### src/rtl/bus_bridge_cmd_master.sv
// bus_bridge_cmd_master
//   Remote-side command engine of the UART bus bridge. Frames decoded by the UART receiver
//   are queued in a small FIFO and replayed one at a time on a parallel master request bus.
//   Read data, or zero after a timed-out read, is returned to the UART transmitter.
//
// Ports
//   clk, rstn          clock, synchronous active-low reset
//   u_rx_ready/data    one-cycle frame strobe and frame {mode, wdata, addr} from the receiver
//   u_tx_busy          transmitter busy
//   u_tx_data/en       returned read byte and its one-cycle transmit strobe
//   m_req/mode/addr/   bus request (held until m_done or timeout), direction, address and
//   m_wdata            write data
//   m_done/m_rdata     one-cycle completion pulse and read data valid with it
//   fifo_count         frames currently buffered
//   overflow           sticky: a frame was dropped because the FIFO was full
//   timeout_err        sticky: a transaction timed out
module bus_bridge_cmd_master #(
  parameter int unsigned DATA_WIDTH     = 8,
  parameter int unsigned ADDR_WIDTH     = 12,
  parameter int unsigned FRAME_WIDTH    = DATA_WIDTH + ADDR_WIDTH + 1,
  parameter int unsigned FIFO_DEPTH     = 4,
  parameter int unsigned TIMEOUT_CYCLES = 1024
) (
  input  logic                          clk,
  input  logic                          rstn,
  input  logic                          u_rx_ready,
  input  logic [FRAME_WIDTH-1:0]        u_rx_data,
  input  logic                          u_tx_busy,
  output logic [DATA_WIDTH-1:0]         u_tx_data,
  output logic                          u_tx_en,
  output logic                          m_req,
  output logic                          m_mode,
  output logic [ADDR_WIDTH-1:0]         m_addr,
  output logic [DATA_WIDTH-1:0]         m_wdata,
  input  logic                          m_done,
  input  logic [DATA_WIDTH-1:0]         m_rdata,
  output logic [$clog2(FIFO_DEPTH):0]   fifo_count,
  output logic                          overflow,
  output logic                          timeout_err
);

  localparam int unsigned PtrW = $clog2(FIFO_DEPTH);
  localparam int unsigned CntW = PtrW + 1;
  localparam int unsigned TmoW = (TIMEOUT_CYCLES > 1) ? $clog2(TIMEOUT_CYCLES) : 1;
  localparam bit          TmoEn = (TIMEOUT_CYCLES != 0);
  // Counter value during the last permitted REQ cycle.
  localparam logic [TmoW-1:0] TmoLast = TmoEn ? TmoW'(TIMEOUT_CYCLES - 1) : '0;

  typedef enum logic [2:0] {StIdle, StReq, StTxWait, StTxStrobe, StTxGap} state_e;

  state_e                  r_state;
  logic [FRAME_WIDTH-1:0]  r_mem [FIFO_DEPTH];
  logic [PtrW-1:0]         r_wptr;
  logic [PtrW-1:0]         r_rptr;
  logic [CntW-1:0]         r_count;
  logic                    r_overflow;
  logic                    r_timeout_err;
  logic [TmoW-1:0]         r_tmo;
  logic                    r_m_req;
  logic                    r_m_mode;
  logic [ADDR_WIDTH-1:0]   r_m_addr;
  logic [DATA_WIDTH-1:0]   r_m_wdata;
  logic                    r_tx_en;
  logic [DATA_WIDTH-1:0]   r_tx_data;

  logic                    w_pop;
  logic                    w_full;
  logic                    w_push;
  logic                    w_tmo_hit;
  logic [FRAME_WIDTH-1:0]  w_head;

  assign w_pop     = (r_state == StIdle) && (r_count != '0);
  assign w_full    = (r_count == CntW'(FIFO_DEPTH));
  // A pop in the same cycle frees the slot, so a push into a full FIFO is still accepted.
  assign w_push    = u_rx_ready && (!w_full || w_pop);
  assign w_tmo_hit = TmoEn && (r_tmo == TmoLast);
  assign w_head    = r_mem[r_rptr];

  // Frame storage carries no reset; only the pointers and count define validity.
  always_ff @(posedge clk) begin
    if (w_push) begin
      r_mem[r_wptr] <= u_rx_data;
    end
  end

  always_ff @(posedge clk) begin
    if (!rstn) begin
      r_wptr     <= '0;
      r_rptr     <= '0;
      r_count    <= '0;
      r_overflow <= 1'b0;
    end else begin
      if (w_push) begin
        r_wptr <= r_wptr + 1'b1;
      end
      if (w_pop) begin
        r_rptr <= r_rptr + 1'b1;
      end
      if (w_push && !w_pop) begin
        r_count <= r_count + 1'b1;
      end else if (!w_push && w_pop) begin
        r_count <= r_count - 1'b1;
      end
      if (u_rx_ready && !w_push) begin
        r_overflow <= 1'b1;
      end
    end
  end

  always_ff @(posedge clk) begin
    if (!rstn) begin
      r_state       <= StIdle;
      r_tmo         <= '0;
      r_timeout_err <= 1'b0;
      r_m_req       <= 1'b0;
      r_m_mode      <= 1'b0;
      r_m_addr      <= '0;
      r_m_wdata     <= '0;
      r_tx_en       <= 1'b0;
      r_tx_data     <= '0;
    end else begin
      r_tx_en <= 1'b0;
      unique case (r_state)
        StIdle: begin
          if (w_pop) begin
            r_m_mode  <= w_head[FRAME_WIDTH-1];
            r_m_addr  <= w_head[ADDR_WIDTH-1:0];
            r_m_wdata <= w_head[ADDR_WIDTH +: DATA_WIDTH];
            r_m_req   <= 1'b1;
            r_tmo     <= '0;
            r_state   <= StReq;
          end
        end
        StReq: begin
          // m_done wins over an expiring counter.
          if (m_done) begin
            r_m_req <= 1'b0;
            r_tmo   <= '0;
            if (r_m_mode) begin
              r_state <= StIdle;
            end else begin
              r_tx_data <= m_rdata;
              r_state   <= StTxWait;
            end
          end else if (w_tmo_hit) begin
            r_m_req       <= 1'b0;
            r_tmo         <= '0;
            r_timeout_err <= 1'b1;
            if (r_m_mode) begin
              r_state <= StIdle;
            end else begin
              // Still answer a timed-out read so the far side never hangs.
              r_tx_data <= '0;
              r_state   <= StTxWait;
            end
          end else begin
            r_tmo <= r_tmo + 1'b1;
          end
        end
        StTxWait: begin
          if (!u_tx_busy) begin
            r_tx_en <= 1'b1;
            r_state <= StTxStrobe;
          end
        end
        StTxStrobe: r_state <= StTxGap;
        // Gap cycle lets the transmitter raise busy before the next strobe can be considered.
        StTxGap:    r_state <= StIdle;
        default:    r_state <= StIdle;
      endcase
    end
  end

  assign u_tx_data   = r_tx_data;
  assign u_tx_en     = r_tx_en;
  assign m_req       = r_m_req;
  assign m_mode      = r_m_mode;
  assign m_addr      = r_m_addr;
  assign m_wdata     = r_m_wdata;
  assign fifo_count  = r_count;
  assign overflow    = r_overflow;
  assign timeout_err = r_timeout_err;

endmodule

### config.mk
export PLATFORM = sky130hd
export DESIGN_NAME = bus_bridge_cmd_master
export DESIGN_NICKNAME = d
export VERILOG_FILES = /design/src/rtl/bus_bridge_cmd_master.sv
export SDC_FILE = /design/constraint.sdc
export NUM_CORES = 1
export LEC_CHECK = 0
export CAP_MARGIN = 5
export CORE_MARGIN = 8
export CORE_UTILIZATION = 31
export CTS_CLUSTER_SIZE = 25
export DETAILED_ROUTE_END_ITERATION = 8
export GPL_ROUTABILITY_DRIVEN = 0
export HOLD_SLACK_MARGIN = 0.03
export PLACE_DENSITY = 0.51
export SYNTH_ARGS = -nofsm -noshare
export SYNTH_HDL_FRONTEND = slang
export SYNTH_SLANG_ARGS = --single-unit
### constraint.sdc
create_clock -name clk -period 4.2 [get_ports clk]
set_clock_uncertainty 0.15 [all_clocks]
set_input_delay 0.63 -clock clk [delete_from_list [all_inputs] [get_ports clk]]
set_output_delay 0.63 -clock clk [all_outputs]
set_load 0.005 [all_outputs]
-- Word-level counts from Yosys, hierarchy flattened
Memories as Yosys holds them, arrays and structs flattened. A register that Yosys moved wholly into a read port is not among the register bits.
Cells that the tools add are included.
- add/sub/neg operators: 5
- eq/ne operators: 8
- multiplexer cells: 23
- bitwise operators: 2
- reduce and logical (&&, ||, !) cells: 22
- operators with widths (operator ; number):
    8-bit 2-to-1 mux ; 4
    10-bit 2-to-1 mux ; 3
    10-bit case mux with 2 select lines ; 1
    3-bit 2-to-1 mux ; 6
    3-bit case mux with 4 select lines ; 1
    3-bit AND reduction ; 4
    10-bit by 1-bit adder with 10-bit output (second input constant) ; 1
    10-bit equality test (second input constant) ; 1
    3-bit by 2-bit equality test with 1-bit output (second input constant) ; 2
    1-bit 2-to-1 mux ; 6
    2-bit AND reduction ; 3
    2-bit nonzero test ; 3
    1-bit logical AND ; 5
    2-bit by 1-bit adder with 2-bit output (second input constant) ; 2
    1-bit zero test ; 4
    2-bit inequality test (second input constant) ; 2
    3-bit by 1-bit adder with 3-bit output (second input constant) ; 1
    3-bit by 1-bit equality test with 1-bit output (second input constant) ; 1
    3-bit equality test (second input constant) ; 1
    3-bit zero test ; 1
    3-bit inequality test (second input constant) ; 1
    3-bit nonzero test ; 1
    3-bit by 1-bit subtractor with 3-bit output (second input constant) ; 1
    2-bit 2-to-1 mux ; 1
    3 further kinds ; 4
- register bits: 32
- RAM bits: 84
- output and inout port bits: 36
- logic and storage cells: 71
- memories: 1
- memory list (name ; depth ; width ; rd ports ; clocked after memory_dff ; wr ports ; RTL line ; RTL):
    r_mem ; 4 ; 21 ; 1 ; 1 ; 1 ; 52 ; logic [FRAME_WIDTH-1:0] r_mem [FIFO_DEPTH];

-- Longest topological paths before layout
- depth in word-level cells: 8
- mapped depth: 12
- depth with buffers taken out: 9

-- Worst setup path before layout
Ideal clock, no wire load.
- path kind: register to register
- start point: reg r_count[0], in the netlist fifo_count[0]
- end point: reg r_count[2], in the netlist fifo_count[2]
- arrival time: 2.419 ns
- setup slack: 1.555 ns
- stages on the path, launching flop included: 12
- path buffers: 2
- cells stage by stage: dfxtp_1 or3_4 and2_1 buf_6 clkinv_4 buf_12 ha_1 inv_1 fa_1 xor2_1 or3_1 a21boi_0
- longest elaborated chain between the ends: 7
- elaborated cells on any way between the ends: 15
- ends and longest elaborated chain (item ; RTL line ; RTL):
    start, declared ; 55 ; logic [CntW-1:0] r_count;
    start signal, assigned ; 100 ; r_count <= r_count + 1'b1;
    start signal, assigned ; 102 ; r_count <= r_count - 1'b1;
    parallel branches: the longest is 7 deep, another holds 3-bit by 1-bit subtractor with 3-bit output ; -- ;
Parallel ways; which one is timed is not known. The select of a mux whose other input is x is not followed.
A chain may end at the register's enable or synchronous reset.

-- Final worst setup path
Ends and elaborated chain as after synthesis.

==> summary.md <==
| Metric | Value |
|---|---|
| Largest net degree at the start of global routing | 24 |
| Initial Util | between 30% and 40% |
| Number of synthesized flops with an enable pin | 84 |
| Antenna cells | 0 |
| Cts hold-fix bufs | 0 |
| Worst EP required | 4.39 ns |
| FMAX | ~370 MHz |
| CP Max Fanout | 23 |
| RSZ-0062 raised after global routing | no |
| Clock Latency Late Sink | roughly 0.41 ns |
| Residual DRC | 0 |
| Power per cell area | between 600 and 700 mW/mm² |
| CTS tree | built |
| Overflow after GRT | 0 |
| Vias | 3075 |
| Post-synth cell types | 49 |
| Lkg Pwr | 2.28 nW |
| Post-Syn Instances | 351 |
| Worst Setup End Kind | flop |
| Top_reg_cell synth | edfxtp_1 |
| HP Class | flop to flop |
| Post-CTS setup repair buffer count | 0 |
| Peak supply drop | around 380 µV |
| CP Data Arrival Time | 2.90 ns |
| Total Die Area | 0.0219 mm² |
| Post-DR vias/cell | approximately 4.6 |
| Final hold violation count | 0 |
| CTS Buf Count | 17 |
| DRT Pass-1 Iters | 4 |
| Share of layout cells above drive strength 1 | 20.0% |
| Crit-path slowest cell | or3_4 |
| Setup ws final | 1.48 ns |
| Buf+Inv Stages, Crit Path | 2 |
| Filler cells | 1632 |
| Final WL | 11.0 mm |
| Post-CTS resize count | 0 |
| Setup CP Type | flop to flop |
| Syn nets | 392 |
| Synthesized area | 0.00540 mm² |
| Core ar. | about 0.017 mm² |
| Initial antenna violation count | 0 |
| Site Rows | 48 |
| Tcrit/Tclk final | 64.6% |
| Sink Count | 137 |
| Slew margin rel. | roughly two fifths |
| Max cap viols | 0 |
| Die Y | between 100 and 150 µm |
| Clock slew at reported path FFs | 0.06 ns |
| Ys async rst share | 0% |
| Final Core Density | 40.4% |
| Min Hold Slack | around 0.31 ns |
| # nets final | 469 |
| GRT Util Overall | 10.9% |
| CTS Buffer Depth | 2 |
| Seq cells post-synth | 137 |
| Slowest Stage Delay on Critical Path | roughly 0.43 ns |
| Setup-failing EPs final | 0 |
| Vias in the first global route | between 3000 and 4000 |
| Register area share after synthesis | 66.4% |
| First-pass GRT wire length | between 15 and 20 mm |
| Critical path's top delay family | simple AND/OR/NAND/NOR gates |
| Final number of max-transition violations | 0 |
| Post-DR wirelength/cell | approximately 17 µm |
| I/O pins | 70 |
| Area delta synth->final | 28.5% |
| Min cycle time layout | approximately 2.7 ns |
| H-tree Lvls | 4 |
| Synth Warn # | 0 |
| IO Port Bufs | 69 |
| Syn Area/Cell | about 15 µm² |
| Final HPWL DP | 6.94 mm |
| Antenna Violating Nets Remaining | 0 |
| Crit start category | flop |
| Die width | roughly 150 µm |
| Outcome | finished clean |
| Final Instance Count excl. Fillers | between 600 and 700 |
| Slew @ Worst Pin | 0.878 ns |
| Crit-path cells | or3_4, and2_1, clkinv_4, ha_1, inv_1, fa_1, xor2_1, or3_1, a21boi_0 |
| DP Worst Slack | 1.27 ns |
| TNS Setup | 0 ns |
| Placed cells | 634 |
| Detailed Route Iter0 Violations | 114 |
| CTS Root Cell | clkbuf_16 |
cell usage in the layout, fill, tap and decap left out, drive strengths merged, types with 5 or more instances in the layout:
master,instances
nand2,46
nor4,8
dfxtp,53
inv,8
and2,9
xnor2,12
clkinv,6
nor2b,5
clkdlybuf4s50,69
buf,7
edfxtp,84
a21boi,23
mux4,21
nor2,14
clkbuf,19
a22o,8
ha,6
cell families after synthesis:
| group | Yosys count | synth area share (%) |
|---|---|---|
| DFF | 137 | 66.4 |
| and+or+nand+nor | 101 | 9.90 |
| AOI/OAI and AO/OA | 43 | 7.51 |
| buffers and inverters | 25 | 2.83 |
| muxes | 24 | 9.32 |
| xor gates and xnor gates | 14 | 2.27 |
| adders and majority gates | 7 | 1.76 |
tightest hold or removal path, stage by stage, from the launching register on:
cell and delay, ns:
dfxtp_1 0.31, nand2_1 0.05, a21boi_1 0.05
synthesized netlist by cell type, types with 2 or more instances:
cell       n  area (µm²)
and2_1     9        56.3
a21boi_1   2        15.0
nor2b_1    5        31.3
nand2_1   44         165
nor4b_1    3        26.3
buf_2      7        35.0
a21boi_0   2        15.0
a21boi_2  19         214
nand2_2    2        12.5
mux4_2    21         473
nor4_1     7        43.8
mux2i_1    3        30.0
buf_12     2        40.0
a21oi_1    2        10.0
nand4_1    2        12.5
nand3_1    3        15.0
or3_1      2        12.5
xor2_1     2        17.5
dfxtp_1   53        1060
ha_1       6        75.1
nor3_1     3        15.0
a22o_1     8        70.1
nor2_1    14        52.6
edfxtp_1  84        2520
clkbuf_1   6        22.5
xnor2_1   12         105
inv_1      6        22.5
sequential cells by signal, indices dropped and copies added (netlist names):
name,flops
timeout_err,1
r_rptr,2
overflow,1
u_tx_en,1
m_wdata,8
fifo_count,3
r_state,3
r_mem,84
r_wptr,2
m_addr,12
m_req,1
m_mode,1
u_tx_data,8
r_tmo,10
path summary, 6_finish.rpt:
check	startpoint	slack [ns]	cells after the start	to
min	m_addr[10]	0.31	2	m_addr[10]
max	fifo_count[0]	1.48	9	fifo_count[2]
max reg2reg	fifo_count[0]	1.48	9	fifo_count[2]
min reg2reg	m_addr[10]	0.31	2	m_addr[10]
metrics by stage:
step           total power, mW  instance area (µm²)
2_1_floorplan             2.59                 5400
3_3_place_gp              3.00                 6300
3_5_place_dp              3.02                 6300
4_1_cts                   4.62                 6940
5_1_grt                   4.78                 6940
6_report                  4.53                 6940
where the power goes:
group          switching, mW  internal [mW]
registers              0.175           1.64
clock network          0.567           1.01
logic                  0.543          0.587
per-layer routing:
| metal | share of wire, % | track usage [%] | vias to the layer above |
|---|---|---|---|
| met3 | 5.2 | 3.58 | 14 |
| met4 | 2.1 | 5.41 | 0 |
| li1 | - | - | 1466 |
| met1 | 44 | 12.4 | 1532 |
| met5 | 0 | 0 | - |
| met2 | 49 | 18.0 | 63 |
area by class of cell:
type	count	area (µm²)	area share (%)
well taps	225	282	4.06
clock inverters	13	193	2.78
repair buffers	76	743	10.7
multi-input cells	189	1660	23.9
inverters	7	31.3	0.451
clock buffers	19	443	6.39
flip-flops and latches	137	3580	51.7
Note: power is estimated with default switching activity, not from simulation.
